## config.mk

```make
export PLATFORM = sky130hd
export DESIGN_NAME = sram_port_arbiter
export DESIGN_NICKNAME = d
export VERILOG_FILES = /design/src/rtl/sram_port_arbiter.sv
export SDC_FILE = /design/constraint.sdc
export NUM_CORES = 1
export LEC_CHECK = 0
export CAP_MARGIN = 20
export CORE_UTILIZATION = 39
export DETAILED_ROUTE_END_ITERATION = 12
export PLACE_DENSITY = 0.84
export SYNTH_ARGS = -nofsm -noshare
export SYNTH_HDL_FRONTEND = slang
export SYNTH_SLANG_ARGS = --single-unit
export TNS_END_PERCENT = 50
```

## constraint.sdc

```tcl
create_clock -name clk -period 1.9 [get_ports clk]
set_input_delay 0.38 -clock clk [delete_from_list [all_inputs] [get_ports clk]]
set_output_delay 0.38 -clock clk [all_outputs]
set_load 0.02 [all_outputs]
```

## src/rtl/sram_port_arbiter.sv

```systemverilog
// Two-port arbiter in front of one SPI SRAM encoder. Round-robin by default;
// define SRAM_ARB_FIXED_PRIO_EN for fixed priority to port 0. All outputs are registered.
module sram_port_arbiter #(
  parameter int WORD_WIDTH    = 16,
  parameter int ADDRESS_WIDTH = 16
) (
  input  logic                     clk,
  input  logic                     reset_n,
  input  logic                     p0_req,
  input  logic [ADDRESS_WIDTH-1:0] p0_addr,
  input  logic                     p0_we,
  input  logic [WORD_WIDTH-1:0]    p0_wdata,
  output logic                     p0_ack,
  output logic [WORD_WIDTH-1:0]    p0_rdata,
  input  logic                     p1_req,
  input  logic [ADDRESS_WIDTH-1:0] p1_addr,
  input  logic                     p1_we,
  input  logic [WORD_WIDTH-1:0]    p1_wdata,
  output logic                     p1_ack,
  output logic [WORD_WIDTH-1:0]    p1_rdata,
  output logic                     enc_request,
  output logic [ADDRESS_WIDTH-1:0] enc_address,
  output logic                     enc_write_enable,
  output logic [WORD_WIDTH-1:0]    enc_data_out,
  input  logic                     enc_busy,
  input  logic                     enc_initialized,
  input  logic [WORD_WIDTH-1:0]    enc_data_in,
  output logic                     grant,
  output logic                     arb_busy
);

  typedef enum logic [1:0] {IDLE, ISSUE, WAIT_DONE, RESPOND} state_t;

  state_t                   state, state_nxt;
  logic                     last_grant, last_grant_nxt;
  logic                     winner;
  logic                     grant_nxt;
  logic                     enc_request_nxt;
  logic [ADDRESS_WIDTH-1:0] enc_address_nxt;
  logic                     enc_write_enable_nxt;
  logic [WORD_WIDTH-1:0]    enc_data_out_nxt;
  logic                     p0_ack_nxt, p1_ack_nxt;
  logic [WORD_WIDTH-1:0]    p0_rdata_nxt, p1_rdata_nxt;
  logic                     arb_busy_nxt;

  // winner is only consumed when at least one port is requesting
  always_comb begin
`ifdef SRAM_ARB_FIXED_PRIO_EN
    winner = ~p0_req;
`else
    winner = (p0_req && p1_req) ? ~last_grant : p1_req;
`endif
  end

  always_comb begin
    state_nxt            = state;
    last_grant_nxt       = last_grant;
    grant_nxt            = grant;
    enc_request_nxt      = enc_request;
    enc_address_nxt      = enc_address;
    enc_write_enable_nxt = enc_write_enable;
    enc_data_out_nxt     = enc_data_out;
    p0_ack_nxt           = 1'b0;
    p1_ack_nxt           = 1'b0;
    p0_rdata_nxt         = p0_rdata;
    p1_rdata_nxt         = p1_rdata;
    case (state)
      IDLE: begin
        if (enc_initialized && !enc_busy && (p0_req || p1_req)) begin
          grant_nxt            = winner;
          last_grant_nxt       = winner;
          enc_request_nxt      = 1'b1;
          enc_address_nxt      = winner ? p1_addr  : p0_addr;
          enc_write_enable_nxt = winner ? p1_we    : p0_we;
          enc_data_out_nxt     = winner ? p1_wdata : p0_wdata;
          state_nxt            = ISSUE;
        end
      end
      ISSUE: begin
        if (enc_busy) begin
          enc_request_nxt = 1'b0;
          state_nxt       = WAIT_DONE;
        end
      end
      WAIT_DONE: begin
        if (!enc_busy) begin
          if (grant) begin
            p1_ack_nxt   = 1'b1;
            p1_rdata_nxt = enc_data_in;
          end else begin
            p0_ack_nxt   = 1'b1;
            p0_rdata_nxt = enc_data_in;
          end
          state_nxt = RESPOND;
        end
      end
      RESPOND: state_nxt = IDLE;
      default: state_nxt = IDLE;
    endcase
    arb_busy_nxt = (state_nxt != IDLE);
  end

  // Reset abandons any transaction in flight; IDLE re-checks enc_busy before granting
  always_ff @(posedge clk or negedge reset_n) begin
    if (!reset_n) begin
      state            <= IDLE;
      last_grant       <= 1'b1;
      grant            <= 1'b0;
      enc_request      <= 1'b0;
      enc_address      <= '0;
      enc_write_enable <= 1'b0;
      enc_data_out     <= '0;
      p0_ack           <= 1'b0;
      p1_ack           <= 1'b0;
      p0_rdata         <= '0;
      p1_rdata         <= '0;
      arb_busy         <= 1'b0;
    end else begin
      state            <= state_nxt;
      last_grant       <= last_grant_nxt;
      grant            <= grant_nxt;
      enc_request      <= enc_request_nxt;
      enc_address      <= enc_address_nxt;
      enc_write_enable <= enc_write_enable_nxt;
      enc_data_out     <= enc_data_out_nxt;
      p0_ack           <= p0_ack_nxt;
      p1_ack           <= p1_ack_nxt;
      p0_rdata         <= p0_rdata_nxt;
      p1_rdata         <= p1_rdata_nxt;
      arb_busy         <= arb_busy_nxt;
    end
  end

endmodule

```

==> impl_summary.txt <==
----------------------------------------------------
[Outcome]
  Outcome ... complete, no violations

[STA]
  Final critical delay including setup and external delays ... 1750 ps
  RSZ-0062 raised after global routing ... false
  Worst setup slack after layout ... 149 ps
  Final setup violation count ... 0
  Number of pins with negative max-slew slack in the final report ... 0
  Achievable frequency ... 571 MHz
  Portion of the clock cycle consumed by the worst path in the final layout ... 0.921
  Skew final ... 8.10 ps
  Total negative setup slack ... 0 ps
  Remaining max-slew budget at the tightest pin ... 0.571
  Worst Tran Pin Value ... 643 ps
  Hold Vio Cnt, Final ... 0

[Route]
  Routed via count ... 2,574
  Routed Wire Length ... 8550 um
  Residual antenna-violating net count after detailed routing ... 0
  Drt drc ... 0
  Number of detailed-routing iterations run before antenna repair ... 4
  Routed length on met2 ... 4350 um
  First-iteration detailed-routing DRC count ... 132
  Met1 wire length ... 3460 um
  Highest routing layer actually used ... met4
  Average via count per standard cell ... 5.41
  Met3 wire length ... 607 um
  Average wire per cell in the routed design ... 18.0 um

[Critical path]
  Critical path buffer and inverter count ... 1
  Data arrival time of the worst path ... 1370 ps
  Worst path slowest cell ... sky130_fd_sc_hd__clkdlybuf4s50_1
  Startpoint of the worst setup timing path ... grant
  Startpoint of the worst-slack reg-to-reg timing path ... last_grant
  CP endpoint ... grant
  Type of origin of the critical path ... flop
  Max Fanout on Critical Path ... 3
  Number of cells on the critical path ... 1
  R2r endpoint ... enc_data_out[5]
  Depth of the worst register-to-register path ... 3
  Required time at the endpoint of the critical path ... 1520 ps
  Delay of the slowest critical-path stage ... 650 ps
  Reg-to-reg slack, setup ... 250 ps
  Critical path capture point type ... primary output
  Family with the most delay on the worst path ... buffers and inverters
  Critical Setup Path Class ... reg -> out
  Ordered list of cells on the worst path ... clkdlybuf4s50_1

[Layout]
  Number of filler instances in the final layout ... 560
  Area taken by multi-input logic gates ... 0.00107 mm^2
  Total area of sequential cells ... 0.00183 mm^2
  Final non-filler cell area ... 0.00496 mm^2
  ANT cells ... 0
  Most frequent cells in the layout ... sky130_fd_sc_hd__clkdlybuf4s50_1, sky130_fd_sc_hd__dfrtp_1, sky130_fd_sc_hd__o32ai_1, sky130_fd_sc_hd__a2bb2oi_1, sky130_fd_sc_hd__mux2_2
  Nets ... 460
  Final core area utilization ... 0.673
  Area delta synth->final ... 64.5%
  Leading cell type in the layout, fill and taps excluded ... sky130_fd_sc_hd__clkdlybuf4s50_1
  Layout cells sized above 1 ... 0.175

[Synth]
  Area share of the leading cell type in the synthesized netlist ... 0.598
  Main combinational cell family by area after synthesis ... compound AO/OA/AOI/OAI gates
  Simple logic cell fraction of the synthesized area ... 0.0286
  Synth Cell Area ... 0.00302 mm^2
  Count of mapped cells out of synthesis ... 212
  Adder and majority cell fraction of the synthesized area ... 0
  Mean area per synthesized cell ... 14.2 um^2
  Post-synthesis share of cell area spent on xor and xnor gates ... 0
  Mux share of post-synthesis cell area ... 0.120
  Share of synthesized area occupied by flip-flops and latches ... 0.606
  Largest area contributor in the netlist ... sky130_fd_sc_hd__dfrtp_1
  Number of warnings issued by yosys ... 0
  Complex-gate fraction of the synthesized area ... 0.207
  Post-synth net total ... 300
  Cells taking the most area after synthesis ... sky130_fd_sc_hd__dfrtp_1, sky130_fd_sc_hd__mux2_2, sky130_fd_sc_hd__a2bb2oi_1, sky130_fd_sc_hd__o32ai_1, sky130_fd_sc_hd__clkbuf_1
  Library cells used by synthesis ... 23
  Total of flip-flops plus latches after synthesis ... 73

[Clock tree]
  Clock latency on the worst-skew pair ... 330 ps
  Clock buffers created by TritonCTS ... 9
  Post-cts sizing count ... 0
  CTS clk-pin slew, worst paths ... 70 ps
  Number of hold-repair buffers added at the cts stage ... 1
  H-tree level count ... 3
  Buffer type at the clock tree root ... sky130_fd_sc_hd__clkbuf_8
  Post-CTS Setup Repair Bufs ... 0
  Total number of clock tree sinks ... 73
  Clock tree from TritonCTS ... built
  Maximum clock insertion buffer count ... 2

[Pwr]
  Power Dens Cells ... 1570 mW/mm^2
  Relative contribution of combinational cells to total power ... 0.495
  Total power ... 7.81 mW
  Sw frac ... 0.355
  Part of the total power dissipated in the clock network ... 0.158
  Worst voltage drop across the vdd grid ... 0.975 mV
  Net switching component of the power ... 2.77 mW
  Pint ... 5.04 mW
  Sequential Power Share ... 0.347
  Cell leakage power ... 1.97 nW

[Floorplan]
  Die ar. ... 0.00809 mm^2
  Top-level I/O count ... 158
  Starting density of the core ... 0.409
  Die Width ... 89.9 um
  Site row count ... 31
  Die Y-Extent ... 89.9 um
  Core area ... 0.00737 mm^2

[Placement]
  Worst-case setup slack after placement ... -204 ps
  DP Area ... 0.00475 mm^2
  Detailed-placement wirelength estimate ... 6100 um
  I/O Buffers ... 157
  Gpl congestion ... 0.765

[GRT]
  Overflow after GRT ... 0
  Maximum number of pins on one net before global-route repair ... 41
  Number of global-route vias before repair ... 2,628
  GRT Total Usage ... 0.213
  Wire length of the first global-routing pass ... 13,600 um
  Initial antenna violation count ... 0

[Hold path]
  Startpoint of the most critical hold path ... enc_request
  Class of the worst hold path ... reg -> reg

[Run]
  Max-cap check violation count ... 0

----------------------------------------------------
## how the worst min path moves through the flow
stage,end,slack [ps],cells past startpoint
after CTS,enc_request,490,2
after floorplan,arb_busy,80,0
final,enc_request,490,2
after global routing,enc_request,510,2
after detailed placement,enc_data_out[0],360,1
after global placement,enc_address[15],350,1
## sequential cells by signal (all words and copies together) (netlist names), 2 cells and up
signal        cells
enc_address      16
enc_data_out     16
p0_rdata         16
p1_rdata         16
state             2
## area by class of cell
class	count	share of cell area
well taps	99	0.0250
flip-flops and latches	73	0.368
clock buffers	11	0.0305
clock inverters	5	0.0108
multi-input cells	116	0.216
repair buffers	169	0.347
inverters	3	0.00227
## kinds of logic (layout without fill, tap and decap cells)
logic type / Yosys count / in the layout
flip-flops: 73 / 73
buffers and inverters: 23 / 188
multiplexers: 32 / 32
AND/OR/NAND/NOR: 11 / 11
AO/OA/AOI/OAI: 73 / 73
## cells in the mapped netlist
cell and instances:
sky130_fd_sc_hd__clkbuf_1 13, sky130_fd_sc_hd__buf_1 1, sky130_fd_sc_hd__nand3b_1 1, sky130_fd_sc_hd__a31oi_1 1, sky130_fd_sc_hd__a21bo_2 1, sky130_fd_sc_hd__nand2_1 3
sky130_fd_sc_hd__nor3_2 2, sky130_fd_sc_hd__dfrtp_1 72, sky130_fd_sc_hd__mux2_2 32, sky130_fd_sc_hd__inv_1 2, sky130_fd_sc_hd__buf_4 4, sky130_fd_sc_hd__dfstp_2 1
sky130_fd_sc_hd__o21a_1 1, sky130_fd_sc_hd__nand2b_1 2, sky130_fd_sc_hd__nor4b_4 1, sky130_fd_sc_hd__o21ai_0 3, sky130_fd_sc_hd__buf_6 2, sky130_fd_sc_hd__clkinv_1 1
sky130_fd_sc_hd__o32ai_1 33, sky130_fd_sc_hd__nor2b_1 1, sky130_fd_sc_hd__o211ai_1 1, sky130_fd_sc_hd__a2bb2oi_1 33, sky130_fd_sc_hd__nand3_1 1
## stage by stage
stage	hold WS (ps)	std cells
final	488	476
after global routing	507	476
after CTS	491	476
after detailed placement	361	459
after global placement	354	458
after floorplan	84.4	212
## power by group through the flow
| stage | sequential, mW | clock (mW) | combinational (mW) |
|---|---|---|---|
| 2_1_floorplan | 3.56 | 0 | 1.06 |
| 3_3_place_gp | 2.69 | 0 | 3.77 |
| 3_5_place_dp | 2.74 | 0 | 3.87 |
| 4_1_cts | 2.72 | 1.27 | 3.89 |
| 5_1_grt | 2.80 | 1.33 | 4.05 |
| 6_report | 2.71 | 1.23 | 3.86 |
## per-layer routing
metal	global-route usage	vias up
met3	0.0651	12
met5	0	-
met1	0.246	1289
li1	-	1167
met2	0.375	106
met4	0.0712	0
## worst min-delay path, delay by kind of cell, from the launching register on
family / cells / cell delay (ps)
AND/OR/NAND/NOR: 2 / 100
flip-flops: 1 / 350
No activity file was read; power rests on OpenSTA's default activity.
